--- src/rtl/secuenciador_envio_pkg.sv ---
// Shared definitions for the debug-dump frame sequencer: frame size and FSM encoding.
package secuenciador_envio_pkg;

    localparam int unsigned DEBUG_FRAME_BYTES = 148;
    localparam int unsigned BYTE_W            = 8;

    typedef enum logic [1:0] {
        ST_IDLE = 2'd0,
        ST_SEND = 2'd1,
        ST_WAIT = 2'd2,
        ST_DONE = 2'd3
    } state_t;

endpackage

--- src/rtl/secuenciador_envio.sv ---
// Streams a snapshotted debug frame to the UART TX one byte per handshake, byte 0 first.
module secuenciador_envio
    import secuenciador_envio_pkg::*;
#(
    parameter int unsigned N_BYTES = DEBUG_FRAME_BYTES,
    parameter int unsigned IDX_W   = 8
) (
    input  logic                        clk,
    input  logic                        reset,
    input  logic [BYTE_W*N_BYTES-1:0]   buffer_envio,
    input  logic                        start,
    input  logic                        tx_done_tick,
    output logic                        tx_start,
    output logic [BYTE_W-1:0]           tx_data,
    output logic [IDX_W-1:0]            byte_idx,
    output logic                        busy,
    output logic                        done_tick
);

    localparam int unsigned      FRAME_W  = BYTE_W * N_BYTES;
    localparam logic [IDX_W-1:0] LAST_IDX = IDX_W'(N_BYTES - 1);

    state_t              r_state;
    state_t              w_state_nxt;
    logic [FRAME_W-1:0]  r_shreg;
    logic [FRAME_W-1:0]  w_shreg_nxt;
    logic [IDX_W-1:0]    r_idx;
    logic [IDX_W-1:0]    w_idx_nxt;
    logic                r_tx_start;
    logic                w_tx_start_nxt;
    logic [BYTE_W-1:0]   r_tx_data;
    logic [BYTE_W-1:0]   w_tx_data_nxt;
    logic                r_busy;
    logic                w_busy_nxt;
    logic                r_done_tick;
    logic                w_done_tick_nxt;

    // State, frame shift register and Moore outputs
    always_ff @(posedge clk) begin
        if (reset) begin
            r_state     <= ST_IDLE;
            r_shreg     <= '0;
            r_idx       <= '0;
            r_tx_start  <= 1'b0;
            r_tx_data   <= '0;
            r_busy      <= 1'b0;
            r_done_tick <= 1'b0;
        end else begin
            r_state     <= w_state_nxt;
            r_shreg     <= w_shreg_nxt;
            r_idx       <= w_idx_nxt;
            r_tx_start  <= w_tx_start_nxt;
            r_tx_data   <= w_tx_data_nxt;
            r_busy      <= w_busy_nxt;
            r_done_tick <= w_done_tick_nxt;
        end
    end

    // Next state; outputs are decoded from the next state so they register in step with it
    always_comb begin
        w_state_nxt = r_state;
        w_shreg_nxt = r_shreg;
        w_idx_nxt   = r_idx;

        case (r_state)
            ST_IDLE: begin
                if (start) begin
                    w_shreg_nxt = buffer_envio;
                    w_idx_nxt   = '0;
                    w_state_nxt = ST_SEND;
                end
            end
            ST_SEND: w_state_nxt = ST_WAIT;
            ST_WAIT: begin
                if (tx_done_tick) begin
                    if (r_idx == LAST_IDX) begin
                        w_state_nxt = ST_DONE;
                    end else begin
                        w_shreg_nxt = r_shreg >> BYTE_W;
                        w_idx_nxt   = r_idx + IDX_W'(1);
                        w_state_nxt = ST_SEND;
                    end
                end
            end
            ST_DONE: w_state_nxt = ST_IDLE;
            default: w_state_nxt = ST_IDLE;
        endcase

        w_tx_start_nxt  = (w_state_nxt == ST_SEND);
        w_tx_data_nxt   = w_tx_start_nxt ? w_shreg_nxt[BYTE_W-1:0] : r_tx_data;
        w_busy_nxt      = (w_state_nxt != ST_IDLE);
        w_done_tick_nxt = (w_state_nxt == ST_DONE);
    end

    assign tx_start  = r_tx_start;
    assign tx_data   = r_tx_data;
    assign byte_idx  = r_idx;
    assign busy      = r_busy;
    assign done_tick = r_done_tick;

endmodule

--- config.mk ---
export PLATFORM = sky130hd
export DESIGN_NAME = secuenciador_envio
export DESIGN_NICKNAME = d
export VERILOG_FILES = /design/src/rtl/secuenciador_envio_pkg.sv /design/src/rtl/secuenciador_envio.sv
export SDC_FILE = /design/constraint.sdc
export NUM_CORES = 2
export LEC_CHECK = 0
export ABC_CLOCK_PERIOD_IN_PS = 2800
export CORE_AREA = 5 5 473 475
export CTS_CLUSTER_SIZE = 20
export DETAILED_ROUTE_END_ITERATION = 16
export DIE_AREA = 0 0 478 480
export PLACE_DENSITY = 0.53
export SLEW_MARGIN = 20
export SYNTH_ARGS = -nofsm -noshare
export SYNTH_HDL_FRONTEND = slang
export SYNTH_SLANG_ARGS = --single-unit
export TNS_END_PERCENT = 10
--- constraint.sdc ---
create_clock -name clk -period 2.8 [get_ports clk]
set_input_delay 0.84 -clock clk [delete_from_list [all_inputs] [get_ports clk]]
set_output_delay 0.84 -clock clk [all_outputs]
set_load 0.02 [all_outputs]
; Word-level counts from Yosys, hierarchy flattened
; Index checks and enable logic that the tools add are counted.
; W data, S select, Z words.
[totals]
ff_bits = 1205
output_inout_bits = 19
in_bits = 1188
[classes]
n_addsub = 1
n_eq_ne = 9
mux = 12
n_reduce_logical = 4
[op_table]
columns = operator, count
row1 = $mux W1184, 3
row2 = $pmux W1184 S2, 1
row3 = $mux W8, 3
row4 = $pmux W8 S2, 1
row5 = $add A8 B1 Y8 const B, 1
row6 = $eq A8 B8 Y1 const B, 1
row7 = $pmux W2 S4, 1
row8 = $eq A2 B2 Y1 const B, 3
row9 = $mux W2, 3
row10 = $ne A2 B2 Y1 const B, 3
row11 = $eq A2 B1 Y1 const B, 2
row12 = $reduce_and A4 Y1, 1
row13 = $reduce_bool A2 Y1, 2
row14 = $logic_not A2 Y1, 1

; Depth between registers and ports, before layout
[depth]
word_depth = 5
mapped_depth = 9

; Least setup slack after synthesis
; No wires, ideal clock.
[synth_timing]
kind = register -> register
start = register r_idx[0], in the netlist byte_idx[0]
end = register r_shreg[706]
arrival_ns = 2.165
path_stages_with_launch = 9
path_slack_ns = 0.557
setup_time_ns = 0.078
required_time_ns = 2.722
period_less_slack_ns = 2.243
cell_sequence = dfxtp_1 ha_1 nor4bb_1 a211o_1 buf_2 buf_2 clkbuf_1 a221oi_1 nor3_1
[synth_via]
elab_chain_len = 3
[synth_rtl]
columns = element, line
row1 = start: declaration, secuenciador_envio.sv:27  ; logic [IDX_W-1:0] r_idx;
row2 = start signal: assignment, secuenciador_envio.sv:51  ; r_idx <= w_idx_nxt;
row3 = $eq A8 B8 Y1, secuenciador_envio.sv:76  ; if (r_idx == LAST_IDX) begin
row4 = $ne A2 B2 Y1 (no source line), -
row5 = $reduce_and A4 Y1 (no source line), -
row6 = end signal: assignment, secuenciador_envio.sv:50  ; r_shreg <= w_shreg_nxt;
row7 = end: declaration, secuenciador_envio.sv:25  ; logic [FRAME_W-1:0] r_shreg;
; No other way between the ends.
; A chain may end at the register's enable or synchronous reset.

; Final worst setup path
[layout_timing]
start = register r_idx[7], in the netlist byte_idx[7]
end = output byte_idx[7]
[layout_lines]
columns = element, line
row1 = end: declaration, secuenciador_envio.sv:15  ; output logic [IDX_W-1:0] byte_idx,
; No word-level cell between the ends.

==> flow_metrics.env <==
export IMPL_grt_setup_unrepaired="no"
export IMPL_finalCritPeriodShare_pct=95.60
export IMPL_crit_required_ns=1.96
export IMPL_hpwl_mm=177.0
export IMPL_dp_cells=9379
export IMPL_cts_tree="built"
export IMPL_p_seq_share_pct=41.0
export IMPL_peakVddDrop_mv=0.6254
export IMPL_place_area_mm2=0.06987
export IMPL_power_internal_w=0.03453
export IMPL_syn_area_mm2=0.05172
export IMPL_critPathMaxStageDelay_ns=0.65
export IMPL_clkPwrFrac_pct=39.3
export IMPL_fin_tns_setup_ns=0
export IMPL_setup_viol=0
export IMPL_firstDrtPassIters=6
export IMPL_crit_type="flip-flop to primary output"
export IMPL_cap_violations=0
export IMPL_crit_family="buffers and inverters"
export IMPL_cts_sinks=1197
export IMPL_synth_edff_count=0
export IMPL_min_period_ns=2.677
export IMPL_io_buffer_count=1206
export IMPL_cp_max_fo=5
export IMPL_cts_buffers=142
export IMPL_routed_wl_mm=233.8
export IMPL_grt_ovfl_total=0
export IMPL_holdWs_ns=0.4009
export IMPL_final_layout_size_suffix_gt1_share_pct=19.25
export IMPL_cts_hold_buf=0
export IMPL_synthCells=5455
export IMPL_async_reset_ff_share_pct=0
export IMPL_final_cell_mix="1197 x dfxtp_1, 1192 x clkdlybuf4s50_1, 1189 x nor2_1"
export IMPL_clk_path_buf_depth=3
export IMPL_area_growth_pct=44.52
export IMPL_slowest_stage="clkdlybuf4s50_1"
export IMPL_worstMarginPinSlew_ns=0.8315
export IMPL_dieArea_mm2=0.2294
export IMPL_ys_ff_latch=1197
export IMPL_crit_path_cell_trace="clkdlybuf4s50_1"
export IMPL_global_route_usage_total_pct=19.21
export IMPL_final_hold_viol_count=0
export IMPL_globalplace_congestion=0.8854
export IMPL_drc_errors=0
export IMPL_p_leak_nw=28.07
export IMPL_syn_avg_cell_area_um2=9.482
export IMPL_grt_pass1_wl_mm=336.6
export IMPL_timing_critical_path_buf_inv=1
export IMPL_grt_max_degree=76
export IMPL_fp_dieW_um=478
export IMPL_insertion_delay_ns=0.79
export IMPL_finalClockSkew_ns=0.02534
export IMPL_final_area_mm2=0.07475
export IMPL_hold_class="input port to flip-flop"
export IMPL_rows=172
export IMPL_crit_start="byte_idx[7]"
export IMPL_core_area_mm2=0.2189
export IMPL_yosysWarnings=0
export IMPL_post_cts_setup_buffers=0
export IMPL_r2r_start="byte_idx[7]"
export IMPL_synth_distinct_cells=32
export IMPL_nets=7841
export IMPL_p_sw_share_pct=29.03
export IMPL_slew_headroom_pct=44.56
export IMPL_synth_fp_nets=6644
export IMPL_status="finished, final reports clean"
export IMPL_grt_pass1_vias=48980
export IMPL_drtIter0Drc=4341
export IMPL_end_kind="primary output"
export IMPL_num_vias=50130
export IMPL_antenna_found_initial=75
export IMPL_combPwrFrac_pct=19.8
export IMPL_ant_nets=0
export IMPL_wl_per_cell_um=24.19
export IMPL_critPathLaunchType="flip-flop"
export IMPL_die_y_um=480
export IMPL_cellPowerDensity_mw_per_mm2=650.9
export IMPL_seq_area_frac_synth_pct=46.33
export IMPL_start_util_pct=23.63
export IMPL_final_common_cell="dfxtp_1"
export IMPL_timing_fmax_ghz=0.3736
export IMPL_boundaryPins=1207
export IMPL_htreeDepth=4
export IMPL_fin_cells=9668
export IMPL_root_buffer="clkbuf_16"
export IMPL_cts_clk_slew_worst_paths_ns=0.06
export IMPL_slew_viol_final=0
export IMPL_arrival_ns=1.84
export IMPL_p_switching_w=0.01412
export IMPL_synthFlopType="dfxtp_1"
export IMPL_hp_start="reset"
export IMPL_via_per_inst=5.185
cells in the mapped netlist (all sizes together), types with 2 or more instances:
master	count	area, um^2
xnor2	2	17.52
or3	5	31.28
nor2	1189	4463
nor4	2	12.51
clkbuf	370	1389
o21ai	4	20.02
mux2i	2	20.02
nor3	1169	5851
a221oi	1168	13730
a22oi	16	120.1
nand3	3	15.01
buf	291	1841
a211oi	9	72.57
or2	3	18.77
nor2b	2	12.51
nand2	5	18.77
dfxtp	1197	23960
a21oi	7	35.03
nor4bb	2	20.02
metal layers:
metal | GRT usage, % | wire [um] | up-vias
met3 | 4.856 | 17200 | 344
met1 | 24.84 | 100100 | 24430
li1 | - | - | 23290
met5 | 0 | 527 | -
met2 | 31.42 | 109700 | 1991
met4 | 6.046 | 6366 | 68
power groups by stage:
| stage | sequential [W] | clock, W | combinational (W) |
|---|---|---|---|
| global route | 0.0201 | 0.0202 | 0.0105 |
| finish | 0.0199 | 0.0191 | 0.00962 |
| floorplan | 0.0198 | 0 | 0.00513 |
| global placement | 0.0202 | 0 | 0.00950 |
| CTS | 0.0199 | 0.0196 | 0.00965 |
| detailed placement | 0.0203 | 0 | 0.00960 |
layout make-up:
| type | count | area (um^2) |
|---|---|---|
| fill | 22060 | 144100 |
| multi-input combinational | 3596 | 24570 |
| sequential | 1197 | 23960 |
| timing repair buffer | 1714 | 17740 |
| clock buffer | 210 | 4243 |
| tap | 2871 | 3592 |
| clock inverter | 42 | 550.5 |
| antenna | 37 | 92.59 |
| inverter | 1 | 3.754 |
sequential cells by signal, summed over array words and instances, names as in the netlist:
register,flops
r_shreg,1176
byte_idx,8
tx_data,8
r_state,2
busy,1
done_tick,1
tx_start,1
stage by stage:
step           setup WS [ns]  total power [W]  util [%]
2_1_floorplan         0.5566          0.02490         -
4_1_cts              0.01084          0.04915     34.11
3_5_place_dp         -0.4655          0.02987     31.93
3_3_place_gp         -0.4551          0.02975     31.93
5_1_grt              0.03537          0.05076     34.14
6_report              0.1231          0.04865     34.16
kinds of logic after synthesis:
group	count (synthesis)	synth area share (%)
and+or+nand+nor	2384	20.24
AOI/OAI and AO/OA	1207	27.08
DFF	1197	46.33
buffers and inverters	662	6.251
xor gates and xnor gates	2	0.03387
muxes	2	0.03870
adders and majority gates	1	0.02419
timing repair:
action / CTS / global route
setup endpoints to repair: 13 / 1
pin swaps: 0 / 0
resized for setup: 13 / 1
hold endpoints to repair: 0 / 0
cloned: 0 / 0
final timing paths:
kind	endpoint	cells after the start	slack, ns
worst max-delay path	byte_idx[7]	1	0.12
worst min-delay path	byte_idx[0]	2	0.40
worst max register to register	r_shreg[52]	7	0.14
worst min register to register	r_shreg[174]	2	0.49
(Power assumes the default switching activity.)
